===== src/rtl/stereo_pkg.sv =====
// Shared widths, grouping constant and search FSM encoding for the stereo block.
package stereo_pkg;

  localparam int unsigned WS_W       = 14;
  localparam int unsigned DISP_W     = 6;
  localparam int unsigned GROUP_SIZE = 4;

  typedef enum logic [1:0] {
    IDLE  = 2'd0,
    ISSUE = 2'd1,
    DRAIN = 2'd2,
    DONE  = 2'd3
  } search_state_t;

endpackage


===== src/rtl/tag_pipe.sv =====
// Valid-token shift pipe mirroring the compare-tree latency; one bit per in-flight group.
module tag_pipe #(
  parameter int unsigned TREE_LAT = 2
) (
  input  logic clock,
  input  logic reset,
  input  logic tok_in,
  output logic tok_out,
  output logic last_out
);

  logic [TREE_LAT-1:0] pipe;
  logic [TREE_LAT-1:0] exit_only;

  // Shift tokens toward the exit stage; reset drops every in-flight token.
  always_ff @(posedge clock or posedge reset) begin
    if (reset) begin
      pipe <= '0;
    end else begin
      pipe[0] <= tok_in;
      for (int unsigned i = 1; i < TREE_LAT; i++) begin
        pipe[i] <= pipe[i-1];
      end
    end
  end

  // Pattern for "only the exiting stage holds a token".
  always_comb begin
    exit_only             = '0;
    exit_only[TREE_LAT-1] = 1'b1;
  end

  assign tok_out  = pipe[TREE_LAT-1];
  assign last_out = (pipe == exit_only);

endmodule


===== src/rtl/disparity_search_ctrl.sv =====
// Per-pixel disparity search: issues candidate groups to the window-sum engine,
// tracks them through the compare tree and keeps the running minimum.
module disparity_search_ctrl
  import stereo_pkg::*;
#(
  parameter int unsigned NUM_DISP = 64,
  parameter int unsigned TREE_LAT = 2
) (
  input  logic              clock,
  input  logic              reset,
  input  logic              pix_valid,
  output logic              pix_ready,
  output logic              grp_valid,
  input  logic              grp_ready,
  output logic [DISP_W-1:0] grp_base,
  output logic [DISP_W-1:0] tree_disp_1,
  output logic [DISP_W-1:0] tree_disp_2,
  output logic [DISP_W-1:0] tree_disp_3,
  output logic [DISP_W-1:0] tree_disp_4,
  input  logic [DISP_W-1:0] tree_disparity,
  input  logic [WS_W-1:0]   tree_window_sum,
  output logic              out_valid,
  input  logic              out_ready,
  output logic [DISP_W-1:0] out_disparity,
  output logic [WS_W-1:0]   out_min_sum
);

  localparam logic [DISP_W-1:0] LAST_BASE = DISP_W'(NUM_DISP - GROUP_SIZE);
  localparam logic [DISP_W-1:0] GRP_STEP  = DISP_W'(GROUP_SIZE);

  search_state_t     state, state_nx;
  logic [DISP_W-1:0] grp_cnt;
  logic [DISP_W-1:0] best_disp;
  logic [WS_W-1:0]   best_sum;
  logic              have_best;
  logic              accept, issue, in_issue;
  logic              tok_exit, last_exit;

  tag_pipe #(.TREE_LAT(TREE_LAT)) u_tag_pipe (
    .clock    (clock),
    .reset    (reset),
    .tok_in   (issue),
    .tok_out  (tok_exit),
    .last_out (last_exit)
  );

  // FSM state register.
  always_ff @(posedge clock or posedge reset) begin
    if (reset) state <= IDLE;
    else       state <= state_nx;
  end

  // Next-state and handshake outputs.
  always_comb begin
    state_nx  = state;
    pix_ready = 1'b0;
    grp_valid = 1'b0;
    out_valid = 1'b0;
    case (state)
      IDLE: begin
        pix_ready = 1'b1;
        if (pix_valid) state_nx = ISSUE;
      end
      ISSUE: begin
        grp_valid = 1'b1;
        if (grp_ready && (grp_cnt == LAST_BASE)) state_nx = DRAIN;
      end
      DRAIN: begin
        // Leave once the final in-flight token is being sampled this cycle.
        if (tok_exit && last_exit) state_nx = DONE;
      end
      DONE: begin
        out_valid = 1'b1;
        if (out_ready) state_nx = IDLE;
      end
      default: state_nx = IDLE;
    endcase
  end

  assign accept   = pix_valid && pix_ready;
  assign issue    = grp_valid && grp_ready;
  assign in_issue = (state == ISSUE);

  assign grp_base    = in_issue ? grp_cnt : '0;
  assign tree_disp_1 = in_issue ? grp_cnt : '0;
  assign tree_disp_2 = in_issue ? grp_cnt + DISP_W'(1) : '0;
  assign tree_disp_3 = in_issue ? grp_cnt + DISP_W'(2) : '0;
  assign tree_disp_4 = in_issue ? grp_cnt + DISP_W'(3) : '0;

  // Group counter: restarts per pixel, advances only on an accepted issue.
  always_ff @(posedge clock or posedge reset) begin
    if (reset)       grp_cnt <= '0;
    else if (accept) grp_cnt <= '0;
    else if (issue)  grp_cnt <= grp_cnt + GRP_STEP;
  end

  // Running minimum; strict less-than keeps the lower disparity on ties
  // because groups arrive in ascending order.
  always_ff @(posedge clock or posedge reset) begin
    if (reset) begin
      have_best <= 1'b0;
      best_disp <= '0;
      best_sum  <= '1;
    end else if (accept) begin
      have_best <= 1'b0;
    end else if (tok_exit && (!have_best || (tree_window_sum < best_sum))) begin
      have_best <= 1'b1;
      best_disp <= tree_disparity;
      best_sum  <= tree_window_sum;
    end
  end

  assign out_disparity = best_disp;
  assign out_min_sum   = best_sum;

endmodule


===== config.mk =====
export PLATFORM = sky130hd
export DESIGN_NAME = disparity_search_ctrl
export DESIGN_NICKNAME = d
export VERILOG_FILES = /design/src/rtl/stereo_pkg.sv /design/src/rtl/tag_pipe.sv /design/src/rtl/disparity_search_ctrl.sv
export SDC_FILE = /design/constraint.sdc
export NUM_CORES = 1
export LEC_CHECK = 0
export ABC_CLOCK_PERIOD_IN_PS = 2500
export BUFFER_PORTS_ARGS = -buffer_cell sky130_fd_sc_hd__buf_2
export CELL_PAD_IN_SITES_DETAIL_PLACEMENT = 0
export CELL_PAD_IN_SITES_GLOBAL_PLACEMENT = 1
export CORE_UTILIZATION = 35
export DETAILED_ROUTE_END_ITERATION = 16
export PLACE_DENSITY_LB_ADDON = 0.1
export SYNTH_ARGS = -nofsm -noshare
export SYNTH_HDL_FRONTEND = slang
export SYNTH_SLANG_ARGS = --single-unit

===== constraint.sdc =====
create_clock -name clock -period 2.5 [get_ports clock]
set_clock_uncertainty 0.1 [all_clocks]
set_input_delay 0.25 -clock clock [delete_from_list [all_inputs] [get_ports clock]]
set_output_delay 0.25 -clock clock [all_outputs]
set_load 0.05 [all_outputs]

==> results of run 1 <==
area by class of cell:
class	count	area, um2
tap	67	83.8
inverter	19	71.3
sequential	29	743
timing repair buffer	75	388
fill	502	2620
multi-input combinational	94	788
clock buffer	8	90.1
cell usage after synthesis, drive strengths merged, types with 2 or more instances:
library cell and instances:
a21oi 11, a22oi 2, and2 10, buf 23, clkbuf 2, dfrtp 15
dfstp 14, ha 18, inv 19, mux2 21, nand2 5, nand2b 2
nand4 5, nor2 2, o21ai 3, xor2 2
sequential cells by signal, indices dropped and copies added, names as in the netlist:
| register | flops |
|---|---|
| grp_cnt | 4 |
| have_best | 1 |
| out_disparity | 6 |
| out_min_sum | 14 |
| state | 2 |
| u_tag_pipe.pipe | 2 |
through the flow:
step	worst slack [ns]	util, %	hold slack, ns	cell area, um2
6_report	0.120	45.2	0.104	2160
5_1_grt	-0.00816	45.2	0.0960	2160
4_1_cts	0.114	45.2	0.0963	2160
3_5_place_dp	0.125	43.1	0.245	2060
3_3_place_gp	0.211	43.1	0.238	2060
2_1_floorplan	0.0578	-	0.218	1790
path summary, 6_finish.rpt:
kind | slack [ns] | cells after the start | end
worst max-delay path | 0.12 | 7 | out_disparity[1]$_DFFE_PP0P_
worst max register to register | 0.12 | 7 | out_disparity[1]$_DFFE_PP0P_
max in group asynchronous | 1.49 | 4 | out_min_sum[3]$_DFFE_PP1P_
min in group asynchronous | 0.50 | 4 | out_disparity[4]$_DFFE_PP0P_
worst min register to register | 0.26 | 0 | u_tag_pipe.pipe[1]$_DFF_PP0_
worst min-delay path | 0.10 | 2 | out_disparity[0]$_DFFE_PP0P_
what timing repair did:
item                                   in CTS  in global routing
setup endpoints to repair                   0                  2
endpoints found under the hold margin      15                  0
hold buffers                                1                  0
kinds of logic (layout without fill, tap and decap cells):
group / count (synthesis) / after routing / share of synthesized area (%)
mux: 22 / 22 / 13.9
other cells: 1 / 6 / 0.212
simple gates: 25 / 25 / 7.84
xor+xnor: 3 / 3 / 1.48
buf+inv: 44 / 102 / 14.6
compound gates: 20 / 20 / 7.27
fa+ha+maj: 18 / 18 / 12.7
flops: 29 / 29 / 41.9
layer usage:
layer  vias to the layer above  part of all wire [%]
li1                        643                     -
met1                       628                    41
met2                        36                    52
met3                         5                   5.6
met4                         0                   1.2
met5                         -                     0
==> impl_metrics.toml, run 1 <==
[synth]
yosys_most_used_dff = "dfrtp_1"
synth.yosys.seq_area_share_pct = 41.9
synth_top_area_cell = "dfrtp_1"
syn_inst = 162
synth_area_leaders = "dfrtp_1, dfstp_2, mux2_2"
synth_cell_types = 26
synth_area_um2 = 1770
synth_edf_count = 0
ys_seq_elements = 29
synthArstFlopShare_pct = 100
syn_area_per_cell_um2 = 10.9
synth_top_cell_area_share_pct = 21.2
yosysWarnings = 0

[layout]
diodes = 0
area_growth_pct = 22.2
instances_no_fill = 292
fin_nets = 267
mostFrequentLayoutCell = "buf_2"
drive_gt1_share_pct = 52.0
final_cell_mix = "buf_2, mux2_2, inv_1"

[run_status]
status = "finished clean"

[placement]
dp.cells = 283
gp_congestion = 0.811
dp_hpwl_um = 2700
port_buffers = 71

[floorplanning]
die-area_um2 = 5350
die_w_um = 73.1
die_h_um = 73.1
rows = 25
fp.coreArea_um2 = 4790
start_util_pct = 37.0
io_pins = 78

[worst_setup_path]
crit_required_ns = 2.56
critPathKind = "flip-flop to flip-flop"
crit_path_start = "out_min_sum[13]$_DFFE_PP1P_"
r2r-start = "out_min_sum[13]$_DFFE_PP1P_"
arrival_ns = 2.44
crit_fanout = 10
slowest_stage = "dfstp_2"
crit_chain = "inv_1 -> ha_1 -> nand4_1 -> or3_1 -> o2111ai_2 -> buf_4 -> mux2_2"
path_buf_inv = 2
crit_family = "flip-flops"
critPathLaunchType = "flip-flop"
slowest_delay_ns = 0.53
end_kind = "flip-flop"

[drt]
num_vias = 1312
remaining_drc_errors = 0
drtIter0Drc = 21
viasPerCell = 4.49
ant_nets = 0
wl_per_cell_um = 11.9
drt_first_pass_iters = 4
routed_wl_um = 3460

[grt]
grt_overflow = 0
use_met1_pct = 15.5
antenna_found_initial = 0
met3_usage_pct = 4.28
grt_pass1_vias = 1227
grt_pass1_wl_um = 5460
grt_max_degree = 30
grt-busiest-layer = "met2"
grt_use_total_pct = 13.7
grtUsageMet2_pct = 23.9

[clock_network]
numCtsBuffers = 5
worstSkewPairLatency_ns = 0.27
cts_resized = 0
htreeDepth = 2
path_clk_slew_ns = 0.06
cts_tree = "yes"
cts_sinks = 29
cts_setup_buffers = 0
cts-root-buf = "clkbuf_8"
clk_path_buf_depth = 2

[sta]
period_minus_slack_ns = 2.38
rsz0062_at_grt = "yes"
hold_violations = 0
finalSetupViolCount = 0
finalCritPeriodShare_pct = 95.2
slew_viol_final = 0
max_freq_mhz = 420
final.setup.tns_ns = 0

[run]
cap_violations = 0

[worst_hold_path]
hp-class = "input port to flip-flop"
min_from = "tree_disparity[0]"
Power of run 1 is not shown: default switching activity piles up to over one toggle a cycle in this logic, so the estimate is an artifact.
==> inputs of run 2 (changes only) <==
- CTS_CLUSTER_DIAMETER: not set -> 60
- PLACE_DENSITY_LB_ADDON: 0.1 -> 0.15
==> run 2 against run 1 <==
  * Register-to-register slack about the same
  * Largest cell class unchanged
  * Critical path type unchanged
  * Highest routed layer unchanged
  * Setup slack gained 0.015 ns
  * Non-clock buffer count grew 1
==> impl_metrics.toml, run 2 (synthesis gave the netlist of run 1 again) <==
[run_status]
status = "finished clean"

[sta]
whs_ns = 0.104
finalSetupViolCount = 0
slew_viol_final = 0
rsz0062_at_grt = "no"
period_minus_slack_ns = 2.37
final.setup.tns_ns = 0
setup_ws_ns = 0.135
hold_violations = 0
max_freq_mhz = 423
finalCritPeriodShare_pct = 94.6

[clock_network]
path_clk_slew_ns = 0.06
cts_tree = "yes"
clk_path_buf_depth = 2
numCtsBuffers = 5
htreeDepth = 2
cts_resized = 0
hold_buffers = 1
cts_sinks = 29
worstSkewPairLatency_ns = 0.28
cts_setup_buffers = 0
cts-root-buf = "clkbuf_8"

[drt]
wl_per_cell_um = 12.3
remaining_drc_errors = 0
drt_first_pass_iters = 5
viasPerCell = 4.57
num_vias = 1338
routed_wl_um = 3600
drtIter0Drc = 23
ant_nets = 0

[grt]
grt_max_degree = 30
grt_pass1_vias = 1298
antenna_found_initial = 0
grt_use_total_pct = 14.2
grt_overflow = 0
grt_pass1_wl_um = 5730

[layout]
final_cell_mix = "buf_2, mux2_2, inv_1"
fin_nets = 268
area_growth_pct = 22.0
diodes = 0
multiInputGateArea_um2 = 788
largest_reg_flops = 14
fillCellCount = 475
instances_no_fill = 293
drive_gt1_share_pct = 51.8
regArea_um2 = 743
mostFrequentLayoutCell = "buf_2"

[worst_setup_path]
end_kind = "flip-flop"
arrival_ns = 2.42
crit_required_ns = 2.56
rr_endpoint = "out_disparity[4]$_DFFE_PP0P_"
r2r_cells = 7
critPathLaunchType = "flip-flop"
critPathKind = "flip-flop to flip-flop"
crit_fanout = 11
rrSetupSlack_ns = 0.13
r2r-start = "out_min_sum[13]$_DFFE_PP1P_"

[run]
cap_violations = 0

[worst_hold_path]
min_from = "tree_disparity[5]"
hold_end = "out_disparity[5]$_DFFE_PP0P_"
hold_path_depth = 2
hp-class = "input port to flip-flop"

[placement]
gp_congestion = 0.773
port_buffers = 71
place_ws_ns = 0.128
dp_hpwl_um = 2680
dp.cells = 284

[floorplanning]
rows = 25
fp.coreArea_um2 = 4790
die-area_um2 = 5350
die_w_um = 73.1
die_h_um = 73.1
io_pins = 78
start_util_pct = 37.0
## run 2: cell count changes in the layout (fill, tap and decap cells not counted), sizes merged
| cell | delta |
|---|---|
| buf | +1 |
## run 2: worst max-delay path by stage
stage / startpoint / to / slack [ns] / cells past startpoint
global route: out_min_sum[13]$_DFFE_PP1P_ / out_disparity[4]$_DFFE_PP0P_ / 0.03 / 7
finish: out_min_sum[13]$_DFFE_PP1P_ / out_disparity[4]$_DFFE_PP0P_ / 0.13 / 7
CTS: out_min_sum[13]$_DFFE_PP1P_ / out_disparity[4]$_DFFE_PP0P_ / 0.12 / 7
floorplan: out_min_sum[13]$_DFFE_PP1P_ / out_disparity[0]$_DFFE_PP0P_ / 0.06 / 7
global placement: out_min_sum[13]$_DFFE_PP1P_ / out_disparity[3]$_DFFE_PP0P_ / 0.19 / 7
detailed placement: out_min_sum[13]$_DFFE_PP1P_ / out_disparity[4]$_DFFE_PP0P_ / 0.13 / 7
## run 2: layer usage
metal | vias up | track usage [%] | share of wire, %
met5 | - | 0 | 0
met4 | 0 | 6.54 | 1.7
met3 | 6 | 3.87 | 8.1
met2 | 62 | 23.9 | 46
met1 | 621 | 16.9 | 44
li1 | 649 | - | -
## run 2: per-stage QoR
stage,area (um2),util (%)
after floorplan,1790,-
after global placement,2070,43.3
after detailed placement,2070,43.3
after CTS,2160,45.2
after global routing,2160,45.2
final,2160,45.2
## run 2: cell type report
class | instances | share of cell area (%)
Clock buffer | 8 | 3.70
Inverter | 19 | 3.30
Multi-Input combinational cell | 94 | 36.5
Sequential cell | 29 | 34.4
Tap cell | 67 | 3.88
Timing Repair Buffer | 76 | 18.3
## run 2: worst max-delay path, stage by stage (launching register included)
cell,delay [ns]
dfstp_2,0.54
inv_1,0.04
ha_1,0.31
nand4_1,0.11
or3_1,0.37
o2111ai_2,0.19
buf_4,0.24
mux2_2,0.35
Power of run 2 is left out for the same reason.
==> inputs of run 3 (changes only) <==
- SETUP_SLACK_MARGIN: not set -> 0.5
==> run 3 against run 2 <==
  * Register-to-register slack gained 0.04 ns
  * Critical endpoint is now out_min_sum[9]$_DFFE_PP1P_
  * Via count down 2.2%
  * Non-clock buffer count is 3 higher
  * First-iteration DRC count rose by 48%
  * Utilization up 4.4 points
==> impl_metrics.toml, run 3 (synthesis gave the netlist of run 1 again) <==
[run_status]
status = "finished clean"

[drt]
ant_nets = 0
num_vias = 1308
viasPerCell = 4.42
routed_wl_um = 3580
remaining_drc_errors = 0
drt_first_pass_iters = 4
drtIter0Drc = 34
wl_per_cell_um = 12.1

[layout]
mostFrequentLayoutCell = "buf_2"
largest_reg_flops = 14
diodes = 0
fin_nets = 271
drive_gt1_share_pct = 60.7
final_cell_mix = "buf_2, mux2_4, dfrtp_1"
area_growth_pct = 33.9

[worst_setup_path]
critPathKind = "flip-flop to flip-flop"
crit_required_ns = 2.60
r2r_cells = 7
arrival_ns = 2.43
rr_endpoint = "out_min_sum[9]$_DFFE_PP1P_"
end_kind = "flip-flop"
critPathLaunchType = "flip-flop"
r2r-start = "out_min_sum[12]$_DFFE_PP1P_"
rrSetupSlack_ns = 0.17
crit_fanout = 10

[floorplanning]
die_h_um = 73.1
fp.coreArea_um2 = 4790
rows = 25
die_w_um = 73.1
die-area_um2 = 5350
io_pins = 78
start_util_pct = 37.0

[grt]
antenna_found_initial = 0
grt_overflow = 0
grt_use_total_pct = 13.7
grt_pass1_wl_um = 5500
grt_pass1_vias = 1228
grt_max_degree = 30

[clock_network]
path_clk_slew_ns = 0.06
cts-root-buf = "clkbuf_8"
cts_sinks = 29
clk_path_buf_depth = 2
cts_tree = "yes"
worstSkewPairLatency_ns = 0.27
htreeDepth = 2
numCtsBuffers = 5

[sta]
max_freq_mhz = 430
rsz0062_at_grt = "yes"
period_minus_slack_ns = 2.33
finalSetupViolCount = 0
hold_violations = 0
finalCritPeriodShare_pct = 93.1
final.setup.tns_ns = 0
slew_viol_final = 0

[worst_hold_path]
min_from = "tree_disparity[2]"
hold_end = "out_disparity[2]$_DFFE_PP0P_"
hp-class = "input port to flip-flop"
hold_path_depth = 2

[placement]
gp_congestion = 0.738
port_buffers = 71
dp_hpwl_um = 2670

[run]
cap_violations = 0
-- run 3: changes by cell type in the layout (fill, tap and decap cells not counted), moves of 3 or more --
cell    delta
and2_4     +3
ha_1       -6
and2_2     +3
and2_1     -6
inv_1      -5
mux2_2    -16
mux2_4    +16
ha_4       +6
inv_2      +5
-- run 3: cell type report --
type	instances	area [um2]
Fill cell	434	2410
Multi-Input combinational cell	94	951
Inverter	19	71.3
Clock buffer	8	90.1
Sequential cell	29	743
Timing Repair Buffer	79	433
Tap cell	67	83.8
-- run 3: routing by layer --
layer | vias to the layer above | GRT usage, % | wire (um)
li1 | 646 | - | -
met3 | 4 | 4.01 | 189
met2 | 40 | 21.2 | 1710
met1 | 618 | 17.6 | 1640
met4 | 0 | 5.88 | 40
met5 | - | 0 | 0
-- run 3: how the worst max path moves through the flow --
stage | depth (start not counted) | slack [ns] | endpoint | start
after floorplan | 7 | 0.11 | out_disparity[0]$_DFFE_PP0P_ | out_min_sum[8]$_DFFE_PP1P_
after global placement | 7 | 0.20 | out_min_sum[9]$_DFFE_PP1P_ | out_min_sum[11]$_DFFE_PP1P_
after detailed placement | 7 | 0.17 | out_min_sum[12]$_DFFE_PP1P_ | out_min_sum[7]$_DFFE_PP1P_
after CTS | 7 | 0.17 | out_min_sum[12]$_DFFE_PP1P_ | out_min_sum[7]$_DFFE_PP1P_
after global routing | 7 | 0.08 | out_min_sum[8]$_DFFE_PP1P_ | out_min_sum[12]$_DFFE_PP1P_
final | 7 | 0.17 | out_min_sum[9]$_DFFE_PP1P_ | out_min_sum[12]$_DFFE_PP1P_
-- run 3: timing repair --
action / 4_1_cts / 5_1_grt
cloned: 0 / 1
buffers inserted: 0 / 3
setup endpoints to repair: 20 / 20
gates resized for setup: 2 / 10
hold buffers: 1 / 0
endpoints found under the hold margin: 15 / 0
-- run 3: stage by stage --
| step | std cells | cell area [um2] | worst slack (ns) | util (%) | hold slack, ns |
|---|---|---|---|---|---|
| after floorplan | 167 | 1900 | 0.106 | - | 0.218 |
| after global placement | 283 | 2180 | 0.205 | 45.5 | 0.234 |
| after detailed placement | 283 | 2180 | 0.169 | 45.5 | 0.236 |
| after CTS | 292 | 2290 | 0.172 | 47.8 | 0.0939 |
| after global routing | 296 | 2370 | 0.0821 | 49.6 | 0.0919 |
| final | 296 | 2370 | 0.174 | 49.6 | 0.105 |
-- run 3: worst max-delay path, cell delays in order (launching register included) --
cell and delay (ns):
dfstp_2 0.55, inv_2 0.05, ha_4 0.25, nand4_1 0.12
or3_4 0.36, o2111ai_4 0.28, buf_8 0.20, mux2_2 0.34
Power of run 3 is left out for the same reason.
